<file path="src/rtl/dm_arbiter_pkg.sv">
// Shared helpers for the data_mem arbiter: core-count limit and index utilities.
// Width macros normally arrive from the shared defines.v; the guards cover standalone builds.
`ifndef DATAWIDTH
`define DATAWIDTH 32
`endif
`ifndef DM_ADDR_WIDTH
`define DM_ADDR_WIDTH 10
`endif

package dm_arbiter_pkg;

    localparam int MAX_CORES = 8;

    // Index of the set bit in a one-hot (or zero) vector; zero maps to 0.
    function automatic int onehot_to_idx(input logic [MAX_CORES-1:0] oh);
        int idx;
        idx = 0;
        for (int i = 0; i < MAX_CORES; i++) begin
            if (oh[i]) idx = i;
        end
        return idx;
    endfunction

    function automatic int next_idx(input int k, input int n);
        return (k == n - 1) ? 0 : k + 1;
    endfunction

endpackage

</file>
<file path="src/rtl/rr_arbiter.sv">
// Round-robin priority selector: first asserted request at or after ptr, wrapping.
module rr_arbiter
    import dm_arbiter_pkg::*;
#(
    parameter int N  = 4,
    parameter int PW = $clog2(N)
) (
    input  logic [N-1:0]  req,
    input  logic [PW-1:0] ptr,
    output logic [N-1:0]  gnt
);

    logic          found;
    logic [PW-1:0] idx;

    always_comb begin
        gnt   = '0;
        found = 1'b0;
        idx   = '0;
        for (int i = 0; i < N; i++) begin
            idx = PW'((int'(ptr) + i) % N);
            if (!found && req[idx]) begin
                gnt[idx] = 1'b1;
                found    = 1'b1;
            end
        end
    end

endmodule

</file>
<file path="src/rtl/dm_arbiter.sv">
// Arbitrates NUM_CORES cpu_core requesters onto one data_mem port with bus lock
// for read-modify-write and a fixed-latency read-return pipeline.
module dm_arbiter
    import dm_arbiter_pkg::*;
#(
    parameter int NUM_CORES  = 4,
    parameter int DW         = `DATAWIDTH,
    parameter int AW         = `DM_ADDR_WIDTH,
    parameter int RD_LATENCY = 1,
    parameter int LOCK_MAX   = 16
) (
    input  logic                    clk,
    input  logic                    rst,
    input  logic [NUM_CORES-1:0]    req_i,
    input  logic [NUM_CORES-1:0]    we_i,
    input  logic [NUM_CORES-1:0]    lock_i,
    input  logic [NUM_CORES*AW-1:0] addr_i,
    input  logic [NUM_CORES*DW-1:0] din_i,
    output logic [NUM_CORES-1:0]    gnt_o,
    output logic [NUM_CORES-1:0]    rvalid_o,
    output logic [DW-1:0]           rdata_o,
    output logic                    mem_we_o,
    output logic [AW-1:0]           mem_addr_o,
    output logic [DW-1:0]           mem_din_o,
    input  logic [DW-1:0]           mem_dout_i
);

    localparam int PW = $clog2(NUM_CORES);
    localparam int CW = $clog2(LOCK_MAX + 1);

    typedef enum logic {IDLE, LOCKED} state_t;

    state_t               state, state_nxt;
    logic [PW-1:0]        rr_ptr, rr_ptr_nxt;
    logic [PW-1:0]        owner, owner_nxt;
    logic [CW-1:0]        lock_cnt, lock_cnt_nxt;
    logic [NUM_CORES-1:0] relock_blk, relock_blk_nxt;
    logic [NUM_CORES-1:0] rr_gnt, gnt, owner_oh;
    int                   rr_idx, gnt_idx;

    logic                 rd_valid [RD_LATENCY];
    logic [PW-1:0]        rd_id    [RD_LATENCY];

    rr_arbiter #(.N(NUM_CORES), .PW(PW)) u_rr (
        .req (req_i),
        .ptr (rr_ptr),
        .gnt (rr_gnt)
    );

    assign rr_idx = onehot_to_idx(MAX_CORES'(rr_gnt));

    always_ff @(posedge clk or posedge rst) begin
        if (rst) begin
            state      <= IDLE;
            rr_ptr     <= '0;
            owner      <= '0;
            lock_cnt   <= '0;
            relock_blk <= '0;
        end else begin
            state      <= state_nxt;
            rr_ptr     <= rr_ptr_nxt;
            owner      <= owner_nxt;
            lock_cnt   <= lock_cnt_nxt;
            relock_blk <= relock_blk_nxt;
        end
    end

    // A core that hit LOCK_MAX is barred from re-locking until it wins one unlocked grant.
    always_comb begin
        gnt            = '0;
        state_nxt      = state;
        rr_ptr_nxt     = rr_ptr;
        owner_nxt      = owner;
        lock_cnt_nxt   = lock_cnt;
        relock_blk_nxt = relock_blk;
        owner_oh       = '0;
        owner_oh[owner] = 1'b1;
        case (state)
            IDLE: begin
                if (|rr_gnt) begin
                    gnt = rr_gnt;
                    if ((lock_i & ~relock_blk & rr_gnt) != '0) begin
                        if (LOCK_MAX > 1) begin
                            state_nxt    = LOCKED;
                            owner_nxt    = PW'(rr_idx);
                            lock_cnt_nxt = CW'(1);
                        end else begin
                            rr_ptr_nxt     = PW'(next_idx(rr_idx, NUM_CORES));
                            relock_blk_nxt = relock_blk | rr_gnt;
                        end
                    end else begin
                        rr_ptr_nxt     = PW'(next_idx(rr_idx, NUM_CORES));
                        relock_blk_nxt = relock_blk & ~rr_gnt;
                    end
                end
            end
            LOCKED: begin
                if (req_i[owner]) begin
                    gnt = owner_oh;
                    if (!lock_i[owner]) begin
                        state_nxt    = IDLE;
                        lock_cnt_nxt = '0;
                        rr_ptr_nxt   = PW'(next_idx(int'(owner), NUM_CORES));
                    end else if (lock_cnt == CW'(LOCK_MAX - 1)) begin
                        state_nxt      = IDLE;
                        lock_cnt_nxt   = '0;
                        rr_ptr_nxt     = PW'(next_idx(int'(owner), NUM_CORES));
                        relock_blk_nxt = relock_blk | owner_oh;
                    end else begin
                        lock_cnt_nxt = lock_cnt + CW'(1);
                    end
                end else begin
                    state_nxt    = IDLE;
                    lock_cnt_nxt = '0;
                end
            end
            default: state_nxt = IDLE;
        endcase
    end

    always_comb begin
        gnt_o      = rst ? '0 : gnt;
        gnt_idx    = onehot_to_idx(MAX_CORES'(gnt_o));
        mem_we_o   = |(gnt_o & we_i);
        mem_addr_o = (|gnt_o) ? addr_i[gnt_idx*AW +: AW] : '0;
        mem_din_o  = (|gnt_o) ? din_i[gnt_idx*DW +: DW] : '0;
    end

    // Read tags travel alongside data_mem's latency; reset drops anything in flight.
    always_ff @(posedge clk or posedge rst) begin
        if (rst) begin
            for (int i = 0; i < RD_LATENCY; i++) begin
                rd_valid[i] <= 1'b0;
                rd_id[i]    <= '0;
            end
        end else begin
            rd_valid[0] <= |(gnt_o & ~we_i);
            rd_id[0]    <= PW'(gnt_idx);
            for (int i = 1; i < RD_LATENCY; i++) begin
                rd_valid[i] <= rd_valid[i-1];
                rd_id[i]    <= rd_id[i-1];
            end
        end
    end

    always_comb begin
        rvalid_o = '0;
        rdata_o  = '0;
        if (rd_valid[RD_LATENCY-1]) begin
            rvalid_o[rd_id[RD_LATENCY-1]] = 1'b1;
            rdata_o                       = mem_dout_i;
        end
    end

endmodule

</file>
<file path="config.mk">
export PLATFORM = sky130hd
export DESIGN_NAME = dm_arbiter
export DESIGN_NICKNAME = d
export VERILOG_FILES = /design/src/rtl/dm_arbiter_pkg.sv /design/src/rtl/rr_arbiter.sv /design/src/rtl/dm_arbiter.sv
export SDC_FILE = /design/constraint.sdc
export NUM_CORES = 1
export LEC_CHECK = 0
export ABC_AREA = 1
export CORE_AREA = 3 3 116 118
export CTS_CLUSTER_DIAMETER = 80
export DETAILED_ROUTE_END_ITERATION = 8
export DIE_AREA = 0 0 119 121
export PLACE_DENSITY = 0.8
export RECOVER_POWER = 25
export SYNTH_ARGS = -nofsm -noshare
export SYNTH_HDL_FRONTEND = slang
export SYNTH_HIERARCHICAL = 1
export SYNTH_SLANG_ARGS = --single-unit
export TNS_END_PERCENT = 20
</file>
<file path="constraint.sdc">
create_clock -name clk -period 10.4 [get_ports clk]
set_clock_uncertainty 0.1 [all_clocks]
set_input_delay 1.56 -clock clk [delete_from_list [all_inputs] [get_ports clk]]
set_output_delay 1.56 -clock clk [all_outputs]
set_load 0.02 [all_outputs]
</file>
==> results of run 1 <==
[cell families (layout without fill, tap and decap cells)]
| kind of cell | Yosys count | after routing |
|---|---|---|
| AOI/OAI and AO/OA | 156 | 156 |
| xor gates and xnor gates | 2 | 2 |
| adders and majority gates | 12 | 12 |
| buffers and inverters | 114 | 379 |
| DFF | 17 | 17 |
| muxes | 1 | 1 |
| and+or+nand+nor | 353 | 353 |
[worst reg2reg max path, delay by kind of cell (launching register included)]
family / cells / cell delay [ns]
flip-flops: 1 / 0.57
buffers and inverters: 3 / 0.32
AND/OR/NAND/NOR: 9 / 2.22
adder cells (fa/ha/maj): 1 / 0.38
[path summary, 6_finish.rpt]
| kind | from | to | slack, ns |
|---|---|---|---|
| max | req_i[0] | mem_din_o[2] | 2.69 |
| min | lock_cnt[4] | lock_cnt[4] | 0.40 |
| max reg2reg | rr_ptr[0] | rd_id[0] | 6.59 |
| min reg2reg | lock_cnt[4] | lock_cnt[4] | 0.40 |
| max in group asynchronous | rst | relock_blk[2] | 7.90 |
| min in group asynchronous | rst | lock_cnt[3] | 1.80 |
[per-stage QoR]
step	instance area, sq um	instances	power [mW]
finish	6500	1092	2.21
global route	6500	1092	2.41
CTS	6500	1092	2.21
detailed placement	6420	1088	2.12
global placement	6420	1088	2.11
floorplan	3420	655	1.41
[power groups by stage]
stage                     clock network (mW)  logic (mW)  registers [mW]
final                                 0.0771        2.00           0.136
after global routing                  0.0812        2.19           0.143
after CTS                             0.0782        1.99           0.136
after detailed placement                   0        1.98           0.137
after global placement                     0        1.98           0.137
after floorplan                            0        1.30           0.111
[flip-flops by register name, summed over array words and instances (netlist names)]
signal and flops:
lock_cnt 5, owner 2, rd_id 2, rd_valid 1
relock_blk 4, rr_ptr 2, state 1
[placed cells by master, fill, tap and decap left out, types with 5 or more instances in the layout]
cell             netlist  final
ha_1                  12     12
nand2_2                4      6
clkdlybuf4s50_1        0    292
nand3_1               60     60
nor3_1                 6      6
a31oi_1                5      5
o22ai_1                6      6
dfrtp_1               17     17
o21ai_0               75     75
inv_2                  7      7
inv_1                 70     70
o21ai_1                9      9
nor2_1               152    152
a21oi_1               49     49
nand2_1              118    116
[cell usage after synthesis]
cell,number,area share
a21o_1,1,0.0022
a21oi_1,49,0.072
a22oi_1,4,0.0088
a31oi_1,5,0.0091
a32o_1,2,0.0059
buf_2,19,0.028
buf_4,3,0.0066
buf_6,3,0.0099
clkbuf_1,12,0.013
dfrtp_1,17,0.12
ha_1,12,0.044
inv_1,70,0.077
inv_2,7,0.0077
mux2i_1,1,0.0029
nand2_1,118,0.13
nand2_2,4,0.0073
nand2_4,2,0.0066
nand3_1,60,0.088
nand3_2,4,0.012
nand4_1,2,0.0037
nor2_1,152,0.17
nor2_4,3,0.0099
nor3_1,6,0.0088
o2111ai_1,1,0.0026
o211ai_1,1,0.0022
o21ai_0,75,0.11
o21ai_1,9,0.013
o21ai_4,1,0.0048
o22ai_1,6,0.011
o31ai_1,1,0.0022
o32a_1,1,0.0029
or2_2,2,0.0037
xor2_1,2,0.0051
[final cells by class]
class,count,area (sq um),area share
repair buffers,298,2980,0.458
well taps,172,215,0.0331
flip-flops and latches,17,425,0.0654
clock buffers,4,78.8,0.0121
inverters,77,289,0.0445
multi-input cells,524,2510,0.387
[routing by layer]
layer / vias up / routed length, um / track usage
li1: 2648 / - / -
met1: 2393 / 6600 / 0.262
met2: 277 / 8610 / 0.387
met3: 18 / 1330 / 0.0392
met4: 0 / 166 / 0.0174
met5: - / 0 / 0
==> summary.md, run 1 <==
| Metric | Value |
|---|---|
| Status | `finished clean` |
| DP HPWL | `13200 um` |
| Die Wd | `approximately 120 um` |
| Max FO, Critical Path | `48` |
| Critical path depth | `20` |
| Crit. End Element | `primary output` |
| Internal cell power | `around 0.9 mW` |
| Clock slew at reported path FFs | `roughly 0.050 ns` |
| Sequential power share | `0.061` |
| CTS Hold Bufs | `0` |
| Compound-Gate Fraction of Synth Area | `0.246` |
| FMAX | `130 MHz` |
| Synth Area in Adders | `0.0439` |
| WP data required | `8.74 ns` |
| CTS tree | `built` |
| Kind of critical path | `input pin to primary output` |
| CTS Buf Count | `3` |
| # setup viols final | `0` |
| Post-cts resize count | `0` |
| Site row count | `41` |
| Post-CTS Setup Inserts | `0` |
| Routed len/inst | `15.3 um` |
| Final period util | `0.742` |
| Synth Register Bits | `17` |
| Hold Path Class | `flop to flop` |
| Mux share of post-synthesis cell area | `0.00293` |
| Most used cell, CP | `nand2_1` |
| Hold Vio Cnt, Final | `0` |
| Vias | `about 5.3k` |
| Gate Count Post-Synth | `~660` |
| Worst stage delay on the critical path | `between 0.6 and 0.7 ns` |
| Synth Area in Simple Gates | `0.436` |
| VDD IR-drop max | `~0.00019 V` |
| RePlAce Congestion | `0.963` |
| Hold Path Stages | `2` |
| 1st-pass router iterations | `5` |
| CTS max path bufs | `2` |
| Clk pwr share | `0.035` |
| Layout cells sized above 1 | `0.0326` |
| Unrepaired setup endpoints after global routing | `no` |
| Place WS | `about 2.8 ns` |
| Hold_ws | `roughly 0.40 ns` |
| Filler cells | `1247` |
| Residual DRC count | `0` |
| Max Cap Viol | `0` |
| Die area | `between 10000 and 15000 sq um` |
| Largest family of logic cells by synthesized area | `simple AND/OR/NAND/NOR gates` |
| Routed WL | `approximately 17000 um` |
| Buffers added on ports | `a little under 300` |
| Final-report max-slew violation count | `0` |
| Post-layout util | `0.517` |
| TNS Setup | `0 ns` |
| Switching Power | `between 1 and 1.5 mW` |
| Synth Area per Inst | `5.22 sq um` |
| Post-Synth XOR/XNOR Area | `0.00512` |
| Post-DR vias/cell | `between 4 and 5` |
| Core area | `about 13000 sq um` |
| Worst skew pair latency | `0.25 ns` |
| Initial Utilization | `0.272` |
| Type of origin of the critical path | `input pin` |
| Switching share of power | `0.584` |
| Leak Pwr | `approximately 3 nW` |
| PD cells | `between 300 and 400 nW/um^2` |
| Critical path, cell by cell | `dlygate4sd3_1 -> inv_1 -> nand2_1 -> nand3_1 -> nand2_1 -> nand3_1 -> nand2_1 -> inv_1 -> nand3_1 -> or2_2 -> nand2_1 -> inv_1 -> nand2_1 -> nand2_2 -> buf_4 -> inv_2 -> nand3_1 -> inv_2 -> a21oi_1 -> clkdlybuf4s50_1` |
| First-pass GRT wire length | `between 20000 and 25000 um` |
| Synthesized area | `around 3400 sq um` |
| Largest net degree at the start of global routing | `76` |
| WP data arrival | `between 6 and 7 ns` |
| IO Pins | `between 200 and 300` |
| Die height | `121 um` |
| Gr ovfl total | `0` |
| Vias in the first global route | `4723` |
| Diodes inserted | `0` |
| Clk sinks | `17` |
| Syn Nets | `between 800 and 900` |
| Worst path top cell family by delay | `buffers and inverters` |
| DRT iter0 DRCs | `~670` |
| Final ANT Viol Nets | `0` |
| Initial antenna violation count | `0` |
| Ys Warns | `6` |
| Sequential area share after synthesis | `0.124` |
| Clock root cell | `clkbuf_16` |
| Post-synthesis cell type count | `33` |
| Buf/Inv on CP | `8` |
| Tmin final | `between 7 and 8 ns` |
| Critical path's slowest cell | `inv_2` |
| Max_slew headroom | `0.283` |
| Worst-Margin Slew | `1.07 ns` |
| All-Layer GR Usage | `0.209` |
| Final nets | `1147` |
| Logic pwr share | `0.904` |
| Worst R2R Path Depth | `13` |
| H-Tree Depth | `1` |
| P&R area growth vs syn | `90.1%` |
| Worst setup margin | `roughly 2.7 ns` |
No activity file was read; power rests on OpenSTA's default activity.
==> run 2, diff against run 1 <==
- CORE_AREA: 3 3 116 118 -> 3 3 114 116
- DIE_AREA: 0 0 119 121 -> 0 0 117 119
- PLACE_DENSITY: 0.8 -> 0.85
- clock period: 10.4 -> 6.2 ns (I/O delays scaled with it)
==> summary.md, run 2 (synthesized netlist as in run 1, its figures left out) <==
| Metric | Value |
|---|---|
| Status | `finished clean (unchanged)` |
| All-Layer GR Usage | `0.215 (was 0.209)` |
| Kind of critical path | `input pin to primary output (unchanged)` |
| Post-CTS Setup Inserts | `0 (unchanged)` |
| Clock slew at reported path FFs | `0.05 ns (about the same)` |
| 1st-pass router iterations | `8 (was 5)` |
| VDD IR-drop max | `0.000276 V (was 0.000191 V)` |
| Place WS | `0.624 ns (was 2.79 ns)` |
| Die Wd | `117 um (was 119 um)` |
| Filler cells | `1173 (was 1247)` |
| CTS Buf Count | `3 (unchanged)` |
| Top Registers | `lock_cnt: 5 flops, relock_blk: 4 flops (unchanged)` |
| IO Pins | `297 (unchanged)` |
| Routed WL | `16600 um (was 16700 um)` |
| DP HPWL | `13100 um (was 13200 um)` |
| P&R area growth vs syn | `91.2% (was 90.1%)` |
| WP data arrival | `4.65 ns (was 6.05 ns)` |
| Vias | `5240 (was 5336)` |
| H-Tree Depth | `1 (unchanged)` |
| CTS max path bufs | `2 (unchanged)` |
| Total power | `3.77 mW (was 2.21 mW)` |
| Worst setup margin | `0.523 ns (was 2.69 ns)` |
| Die height | `119 um (was 121 um)` |
| Placed cells | `1070 (was 1088)` |
| Routed len/inst | `15.4 um (was 15.3 um)` |
| Clock root cell | `clkbuf_16 (unchanged)` |
| WP data required | `5.17 ns (was 8.74 ns)` |
| First-pass GRT wire length | `24400 um (was 24800 um)` |
| Residual DRC count | `0 (unchanged)` |
| Most common cell after layout, fill and taps aside | `clkdlybuf4s50_1 (unchanged)` |
| Type of origin of the critical path | `input pin (unchanged)` |
| TNS Setup | `0 ns (unchanged)` |
| Post-layout util | `0.544 (was 0.517)` |
| Core area | `12000 sq um (was 12600 sq um)` |
| CTS tree | `built (unchanged)` |
| Initial Utilization | `0.285 (was 0.272)` |
| Biggest register | `lock_cnt (unchanged)` |
| Buffers added on ports | `296 (unchanged)` |
| Fin cells | `1074 (was 1092)` |
| Max FO, Critical Path | `34 (was 48)` |
| Area after DPL | `6470 sq um (was 6420 sq um)` |
| Tmin final | `between 5 and 6 ns` |
| Critical path, cell by cell | `clkdlybuf4s50_1 -> nand2_1 -> nand3_1 -> nand2_4 -> nand2_4 -> inv_2 -> nand3_1 -> nand3_1 -> or2_2 -> nand2_1 -> inv_1 -> nand2_1 -> nand2_2 -> inv_2 -> nand3_1 -> inv_2 -> nor2_1 -> clkdlybuf4s50_1 (was dlygate4sd3_1 -> inv_1 -> nand2_1 -> nand3_1 -> nand2_1 -> nand3_1 -> nand2_1 -> inv_1 -> nand3_1 -> or2_2 -> nand2_1 -> inv_1 -> nand2_1 -> nand2_2 -> buf_4 -> inv_2 -> nand3_1 -> inv_2 -> a21oi_1 -> clkdlybuf4s50_1)` |
| Vias in the first global route | `4849 (was 4723)` |
| Number of flip-flops under the largest register name | `5 (unchanged)` |
| Final-report max-slew violation count | `0 (unchanged)` |
| Hold Vio Cnt, Final | `0 (unchanged)` |
| Final period util | `0.916` |
| Initial antenna violation count | `0 (unchanged)` |
| Post-DR vias/cell | `4.88 (was 4.89)` |
| Unrepaired setup endpoints after global routing | `no (unchanged)` |
| Worst skew pair latency | `0.25 ns (about the same)` |
| Max_slew headroom | `0.361 (was 0.283)` |
| Hold_ws | `0.397 ns (was 0.404 ns)` |
| Max Cap Viol | `0 (unchanged)` |
| Clk sinks | `17 (unchanged)` |
| # setup viols final | `0 (unchanged)` |
| Hold Path Class | `flop to flop (unchanged)` |
| FMAX | `between 150 and 200 MHz` |
| Layout cells sized above 1 | `0.0388 (was 0.0326)` |
| PD cells | `576 nW/um^2 (was 341 nW/um^2)` |
| DRT iter0 DRCs | `560 (was 673)` |
| Final nets | `1154 (was 1147)` |
| Worst stage delay on the critical path | `0.59 ns (was 0.64 ns)` |
| Crit. End Element | `primary output (unchanged)` |
| Die area | `13900 sq um (was 14400 sq um)` |
| Site row count | `40 (was 41)` |
| Worst-Margin Slew | `0.958 ns (was 1.07 ns)` |
| Post-cts resize count | `0 (unchanged)` |
| Diodes inserted | `0 (unchanged)` |
| Largest net degree at the start of global routing | `76 (unchanged)` |
| Final ANT Viol Nets | `0 (unchanged)` |
| Fin area | `6540 sq um (was 6500 sq um)` |
| Most used cell, CP | `nand3_1 (was nand2_1)` |
| RePlAce Congestion | `0.985 (was 0.963)` |
| Critical path's slowest cell | `clkdlybuf4s50_1 (was inv_2)` |
| Gr ovfl total | `0 (unchanged)` |
| CTS Hold Bufs | `0 (unchanged)` |
| Commonest cells after routing, fill and taps aside | `284 x clkdlybuf4s50_1, 152 x nor2_1, 116 x nand2_1 (was 292 x clkdlybuf4s50_1, 152 x nor2_1, 116 x nand2_1)` |
| Leak Pwr | `3.01 nW (was 2.95 nW)` |
## run 2: final timing paths
| path | startpoint | to | slack, ns | cells past startpoint |
|---|---|---|---|---|
| min in group asynchronous | rst | relock_blk[0] | 1.04 | 2 |
| setup / recovery | req_i[1] | mem_addr_o[8] | 0.52 | 18 |
| hold reg to reg | lock_cnt[4] | lock_cnt[4] | 0.40 | 2 |
| max in group asynchronous | rst | lock_cnt[2] | 4.11 | 3 |
| setup reg to reg | rr_ptr[0] | rd_id[1] | 2.96 | 14 |
| hold / removal | lock_cnt[4] | lock_cnt[4] | 0.40 | 2 |
## run 2: cell type report
class | instances | area, sq um | area share
Tap cell | 147 | 184 | 0.0281
Clock inverter | 1 | 5.00 | 0.000765
Clock buffer | 3 | 75.1 | 0.0115
Timing Repair Buffer | 305 | 3050 | 0.467
Sequential cell | 17 | 425 | 0.0650
Inverter | 77 | 289 | 0.0442
Multi-Input combinational cell | 524 | 2510 | 0.384
## run 2: layer usage
metal | track usage | up-vias | wire length (um)
met5 | 0 | - | 0
met4 | 0.0337 | 0 | 288
met3 | 0.0376 | 30 | 1360
met2 | 0.402 | 264 | 8560
met1 | 0.256 | 2286 | 6350
li1 | - | 2660 | -
## run 2: where the power goes
group          switching, mW  total (mW)  internal, mW
clock network         0.0477       0.134        0.0865
registers             0.0820       0.231         0.149
logic                   2.05        3.40          1.35
## run 2: worst max-delay path: cells and delay by family
family                 cells  cell delay, ns
buffers and inverters      6            2.02
and+or+nand+nor           12            1.69
